File: src/rtl/y86_pkg.sv
// Shared Y86-64 encodings: icodes, jXX/cmovXX condition codes, status codes, CC bit positions.
package y86_pkg;

  localparam logic [3:0] I_NOP  = 4'h1;
  localparam logic [3:0] I_CMOV = 4'h2;
  localparam logic [3:0] I_OPQ  = 4'h6;
  localparam logic [3:0] I_JXX  = 4'h7;

  localparam logic [3:0] C_ALWAYS = 4'h0;
  localparam logic [3:0] C_LE     = 4'h1;
  localparam logic [3:0] C_L      = 4'h2;
  localparam logic [3:0] C_E      = 4'h3;
  localparam logic [3:0] C_NE     = 4'h4;
  localparam logic [3:0] C_GE     = 4'h5;
  localparam logic [3:0] C_G      = 4'h6;

  localparam logic [2:0] STAT_AOK = 3'd1;
  localparam logic [2:0] STAT_HLT = 3'd2;
  localparam logic [2:0] STAT_ADR = 3'd3;
  localparam logic [2:0] STAT_INS = 3'd4;

  localparam logic [3:0] RNONE = 4'hF;

  localparam int CC_ZF = 2;
  localparam int CC_SF = 1;
  localparam int CC_OF = 0;

  localparam logic [2:0] CC_RESET = 3'b100;

endpackage

File: src/rtl/cond_eval.sv
// Condition evaluator: {ZF,SF,OF} and ifun -> Cnd, purely combinational.
// Shared by the execute stage and the fetch-side predictor checks.
module cond_eval
  import y86_pkg::*;
(
  input  logic [2:0] cc,
  input  logic [3:0] ifun,
  output logic       cnd
);

  logic zf, sf, of;

  assign zf = cc[CC_ZF];
  assign sf = cc[CC_SF];
  assign of = cc[CC_OF];

  always_comb begin
    cnd = 1'b0;
    case (ifun)
      C_ALWAYS: cnd = 1'b1;
      C_LE:     cnd = (sf ^ of) | zf;
      C_L:      cnd = sf ^ of;
      C_E:      cnd = zf;
      C_NE:     cnd = ~zf;
      C_GE:     cnd = ~(sf ^ of);
      C_G:      cnd = ~(sf ^ of) & ~zf;
      default:  cnd = 1'b0;
    endcase
  end

endmodule

File: src/rtl/execute_cc_stage.sv
// Execute back half: owns CC, evaluates Cnd, registers E->M (1 cycle); m_stall holds, m_bubble clears.
// Optional COND_STATS_EN adds wrapping jXX executed/taken counters.
module execute_cc_stage
  import y86_pkg::*;
#(
  parameter int W      = 64,
  parameter int STAT_W = 3
) (
  input  logic              clk,
  input  logic              rst,
  input  logic              e_valid,
  input  logic [3:0]        e_icode,
  input  logic [3:0]        e_ifun,
  input  logic [STAT_W-1:0] e_stat,
  input  logic [W-1:0]      e_valA,
  input  logic [3:0]        e_dstE,
  input  logic [3:0]        e_dstM,
  input  logic [W-1:0]      alu_res,
  input  logic              alu_of,
  input  logic              m_stat_exc,
  input  logic              w_stat_exc,
  input  logic              m_stall,
  input  logic              m_bubble,
  output logic [2:0]        cc_out,
  output logic              e_cnd,
  output logic              M_valid,
  output logic [3:0]        M_icode,
  output logic [STAT_W-1:0] M_stat,
  output logic              M_cnd,
  output logic [W-1:0]      M_valE,
  output logic [W-1:0]      M_valA,
  output logic [3:0]        M_dstE,
  output logic [3:0]        M_dstM
`ifdef COND_STATS_EN
  ,
  output logic [31:0]       stat_cond_cnt,
  output logic [31:0]       stat_taken_cnt
`endif
);

  logic       cnd_raw;
  logic       cc_upd;
  logic       m_clear;
  logic       m_load;
  logic [3:0] dste_nxt;

  cond_eval u_cond_eval (
    .cc   (cc_out),
    .ifun (e_ifun),
    .cnd  (cnd_raw)
  );

  assign e_cnd = e_valid & cnd_raw;

  // An OPq shadowed by a faulting older instruction must not disturb CC; bubble does not block.
  assign cc_upd = e_valid && (e_icode == I_OPQ) && !m_stat_exc && !w_stat_exc && !m_stall;

  always_ff @(posedge clk) begin
    if (rst) begin
      cc_out <= CC_RESET;
    end else if (cc_upd) begin
      cc_out[CC_ZF] <= (alu_res == '0);
      cc_out[CC_SF] <= alu_res[W-1];
      cc_out[CC_OF] <= alu_of;
    end
  end

  // Not-taken cmov becomes a no-write by steering its destination to RNONE.
  assign dste_nxt = ((e_icode == I_CMOV) && !e_cnd) ? RNONE : e_dstE;

  // Invalid E contents load the same NOP image as a bubble.
  assign m_clear = rst || (!m_stall && (m_bubble || !e_valid));
  assign m_load  = !rst && !m_stall && !m_bubble && e_valid;

  always_ff @(posedge clk) begin
    if (m_clear) begin
      M_valid <= 1'b0;
      M_icode <= I_NOP;
      M_stat  <= STAT_W'(STAT_AOK);
      M_cnd   <= 1'b0;
      M_valE  <= '0;
      M_valA  <= '0;
      M_dstE  <= RNONE;
      M_dstM  <= RNONE;
    end else if (m_load) begin
      M_valid <= 1'b1;
      M_icode <= e_icode;
      M_stat  <= e_stat;
      M_cnd   <= e_cnd;
      M_valE  <= alu_res;
      M_valA  <= e_valA;
      M_dstE  <= dste_nxt;
      M_dstM  <= e_dstM;
    end
  end

`ifdef COND_STATS_EN
  logic jxx_load;

  assign jxx_load = m_load && (e_icode == I_JXX);

  always_ff @(posedge clk) begin
    if (rst) begin
      stat_cond_cnt  <= '0;
      stat_taken_cnt <= '0;
    end else if (jxx_load) begin
      stat_cond_cnt <= stat_cond_cnt + 32'd1;
      if (e_cnd) begin
        stat_taken_cnt <= stat_taken_cnt + 32'd1;
      end
    end
  end
`endif

endmodule

File: config.mk
export PLATFORM = sky130hd
export DESIGN_NAME = execute_cc_stage
export DESIGN_NICKNAME = d
export VERILOG_FILES = /design/src/rtl/y86_pkg.sv /design/src/rtl/cond_eval.sv /design/src/rtl/execute_cc_stage.sv
export SDC_FILE = /design/constraint.sdc
export NUM_CORES = 1
export LEC_CHECK = 0
export ABC_CLOCK_PERIOD_IN_PS = 2300
export CORE_MARGIN = 3
export CORE_UTILIZATION = 40
export DETAILED_ROUTE_END_ITERATION = 16
export PLACE_DENSITY = 0.94
export SLEW_MARGIN = 20
export SYNTH_ARGS = -nofsm -noshare
export SYNTH_HDL_FRONTEND = slang
export SYNTH_SLANG_ARGS = --single-unit
File: constraint.sdc
create_clock -name clk -period 2.3 [get_ports clk]
set_input_delay 0.46 -clock clk [delete_from_list [all_inputs] [get_ports clk]]
set_output_delay 0.46 -clock clk [all_outputs]
set_load 0.03 [all_outputs]
==> results of run 1 <==
[metal layers]
metal | up-vias | share of wire
met5 | - | 0
met2 | 276 | 0.51
li1 | 2530 | -
met3 | 56 | 0.075
met1 | 2577 | 0.38
met4 | 0 | 0.038
[through the flow]
step                      hold slack [ns]  TNS (ns)  setup WS [ns]
after floorplan                     0.532         0          0.238
after global placement              0.451    -0.302         -0.194
after detailed placement            0.459    -0.358         -0.234
after CTS                           0.469   -0.0236        -0.0236
after global routing                0.501   -0.0170        -0.0170
final                               0.468         0         0.0321
[power groups by stage]
stage / combinational (mW) / sequential, mW / clock, mW
after floorplan: 0.304 / 3.18 / 0
after global placement: 1.31 / 2.86 / 0
after detailed placement: 1.34 / 2.87 / 0
after CTS: 1.35 / 2.82 / 2.58
after global routing: 1.42 / 2.83 / 2.68
final: 1.36 / 2.82 / 2.55
[worst max-delay path by stage]
stage	endpoint	slack, ns	cells past startpoint
CTS	e_cnd	-0.02	4
floorplan	e_cnd	0.24	3
finish	e_cnd	0.03	4
detailed placement	e_cnd	-0.23	5
global placement	e_cnd	-0.19	5
global route	e_cnd	-0.02	4
[tightest hold or removal path, stage by stage, from the launching register on]
cell and delay [ns]:
dfxtp_1 0.31, nand2_1 0.05, a21oi_1 0.06
[synth_stat cells (all sizes together)]
master,number
mux2i,2
nor3,1
o211ai,4
or3b,1
a21oi,2
a22oi,4
nor2,137
nor3b,2
or4b,1
or2,2
or4,1
nand2b,2
xor2,1
dfxtp,148
buf,8
nand4,4
o21ai,2
a21o,1
o221a,1
o21a,1
nor4,16
nor4b,1
clkbuf,39
a311oi,1
a221o,6
a211oi,1
nand3,1
inv,2
nor2b,2
o22ai,131
nand2,3
[cells by family (layout without fill, tap and decap cells)]
group | count (synthesis) | in the layout | synth area share
AO/OA/AOI/OAI | 154 | 154 | 0.205
flip-flops | 148 | 148 | 0.596
AND/OR/NAND/NOR | 174 | 174 | 0.153
multiplexers | 2 | 2 | 0.00403
XOR/XNOR | 1 | 1 | 0.00176
buffers and inverters | 49 | 354 | 0.0403
[flip-flops by register name, summed over array words and instances, names as in the netlist]
register / count
M_valA: 64
cc_out: 3
M_dstE: 4
M_icode: 4
M_valid: 1
M_cnd: 1
M_valE: 64
M_stat: 3
M_dstM: 4
[final cells by class]
| cell class | count | area, um2 | area share |
|---|---|---|---|
| Sequential cell | 148 | 2970 | 0.337 |
| Timing Repair Buffer | 323 | 3260 | 0.370 |
| Inverter | 2 | 10.0 | 0.00114 |
| Clock buffer | 25 | 485 | 0.0552 |
| Tap cell | 168 | 210 | 0.0239 |
| Multi-Input combinational cell | 331 | 1820 | 0.207 |
| Clock inverter | 4 | 50.0 | 0.00569 |
[repair_timing]
item / CTS / global route
pin swaps: 3 / 3
gates resized for setup: 7 / 0
setup buffers: 4 / 2
endpoints found under the setup margin: 1 / 1
==> results by group, run 1 <==
Run status
  – Status: completed

Timing
  – Endpoints failing setup: 0
  – Max-slew headroom: 0.721
  – Worst-Margin Slew: around 0.42 ns
  – Hold Fails Final Rpt: 0
  – Final Slew Violations: 0
  – Fin crit share: 0.986
  – Crit path time final: 2.27 ns
  – Fmax: roughly 0.44 GHz
  – RSZ-0062 raised after global routing: true
  – Clock Skews: ~0.0053 ns

Clock tree
  – Cts bufs inserted: 17
  – Clock-pin slew on the worst setup and hold paths: ~0.06 ns
  – Post-CTS Hold Fix Bufs: 0
  – Root buffer cell: clkbuf_16
  – Clock buffer depth: 2
  – Clock H-tree levels: 4
  – CTS tree: yes
  – Worst-skew pair later-pin latency: just over 0.4 ns
  – CTS sink count: 148

Floorplanning
  – Die width: around 120 um
  – Chip height: ~120 um
  – Top-level port count: ~300
  – Initial Util: 0.412
  – # rows: 40
  – Placeable Area: about 12000 um2
  – Die ar.: 13800 um2

Pwr
  – Final Power: 6.73 mW
  – Comb power frac: 0.201
  – Clock Power Share: 0.380
  – VDD IR max: 0.000472 V
  – Register share of total power: 0.419
  – Switching Share: 0.265
  – Pwr Density: about 760 nW/um2
  – NetSw: about 1.8 mW
  – Lkg Pwr: 3.31 nW
  – Internal: between 4 and 5 mW

Detailed routing
  – Antenna Nets Post-Route: 0
  – DR WL/cell: approximately 19 um
  – Starting DRC count in detailed routing: 433
  – Vias per Instance: about 5.4
  – Drt pass-1 iters: 5
  – Via count: around 5400
  – # DRC: 0
  – DRT Wirelength: between 15000 and 20000 um

Layout
  – Layout cell share with drive strength beyond 1: 0.0684
  – Final net count: about 980
  – Most frequent cells in the layout: 300 x clkdlybuf4s50_1, 146 x dfxtp_1, 136 x nor2_1, 131 x o22ai_1, 17 x clkbuf_16
  – Layout Utilization: 0.730
  – Diode count: 0
  – Area Growth Syn to Fin: 77.1%
  – Final non-filler cell total: 1001
  – Filler cells: ~830
  – Finished Cell Area: between 8000 and 9000 um2
  – Most common cell after layout, fill and taps aside: clkdlybuf4s50_1

Placement
  – Placed Cells: 966
  – Placed cell areas: 8210 um2
  – Port Buffers: ~300
  – GP Congestion: approximately 0.84
  – Dpl hpwl: approximately 13000 um

Global route
  – GRT Total Usage: 0.262
  – Top Usage Layer GRT: met2
  – Total grt overflow: 0
  – Global-route wire length before repair: just under 30000 um
  – Global Route met1 Usage: 0.286
  – Largest net degree at the start of global routing: about 70
  – Met2 global-route usage: 0.460
  – Met3 Resource Use GR: 0.0884
  – Number of global-route vias before repair: about 5500
  – Antenna violations before repair: 0

Critical path
  – Max FO, Critical Path: 2
  – Critical Path Sink Type: output port
  – Register-to-register path setup slack: 0.54 ns
  – WS Path Type: reg2out
  – Kind of cell adding the most delay to the critical path: simple AND/OR/NAND/NOR gates
  – RR Endpoint: M_dstE[3]$_SDFFE_PP1P_
  – CP startpoint kind: register
  – Critical Path RT: ~1.8 ns
  – Buffers & Inverters on Critical Path: 1
  – Critical-path cell list: xor2_2 -> or3b_4 -> a311oi_4 -> buf_6
  – Slowest stage delay, CP: 0.39 ns
  – Worst path slowest cell: or3b_4
  – Worst R2R Start: cc_out[0]$_SDFFE_PP0P_
  – Crit. Startpoint: cc_out[0]$_SDFFE_PP0P_
  – Crit path DAT: between 1.5 and 2 ns
  – Reg2reg path depth: 6

Yosys
  – Avg Inst Size Synth: roughly 9.4 um2
  – Share of the synthesized area in the top cell type: 0.596
  – Synth area leaders: dfxtp_1 60%, o22ai_1 16%, nor2_1 10%
  – Seq cells post-synth: between 100 and 150
  – Cell taking the most area after synthesis: dfxtp_1
  – Sequential area share after synthesis: 0.596
  – Mapped Nets: 683
  – Mapped Cells: between 500 and 600
  – YS warnings: 0
  – Cell Area, Synth: 4970 um2
  – Unique cell type count in the Yosys netlist: 35

Worst hold path
  – Hold_sp: M_valE[33]$_SDFFE_PP0P_
  – Hold path endpoint: M_valE[33]$_SDFFE_PP0P_
  – Hold path cells: 2
  – Worst Hold Class: reg2reg

Job
  – Maxcap violations: 0
(Power assumes the default switching activity.)
==> run 2, diff against run 1 <==
--- a/config.mk
+++ b/config.mk
@@ -8,7 +8,9 @@
 export ABC_CLOCK_PERIOD_IN_PS = 2300
 export CORE_MARGIN = 3
 export CORE_UTILIZATION = 40
+export CTS_CLUSTER_SIZE = 20
 export DETAILED_ROUTE_END_ITERATION = 16
+export GPL_ROUTABILITY_DRIVEN = 0
 export PLACE_DENSITY = 0.94
 export SLEW_MARGIN = 20
 export SYNTH_ARGS = -nofsm -noshare
==> results of run 2 <==
Same layout as run 1: the final DEF is identical, and so are final timing and power.
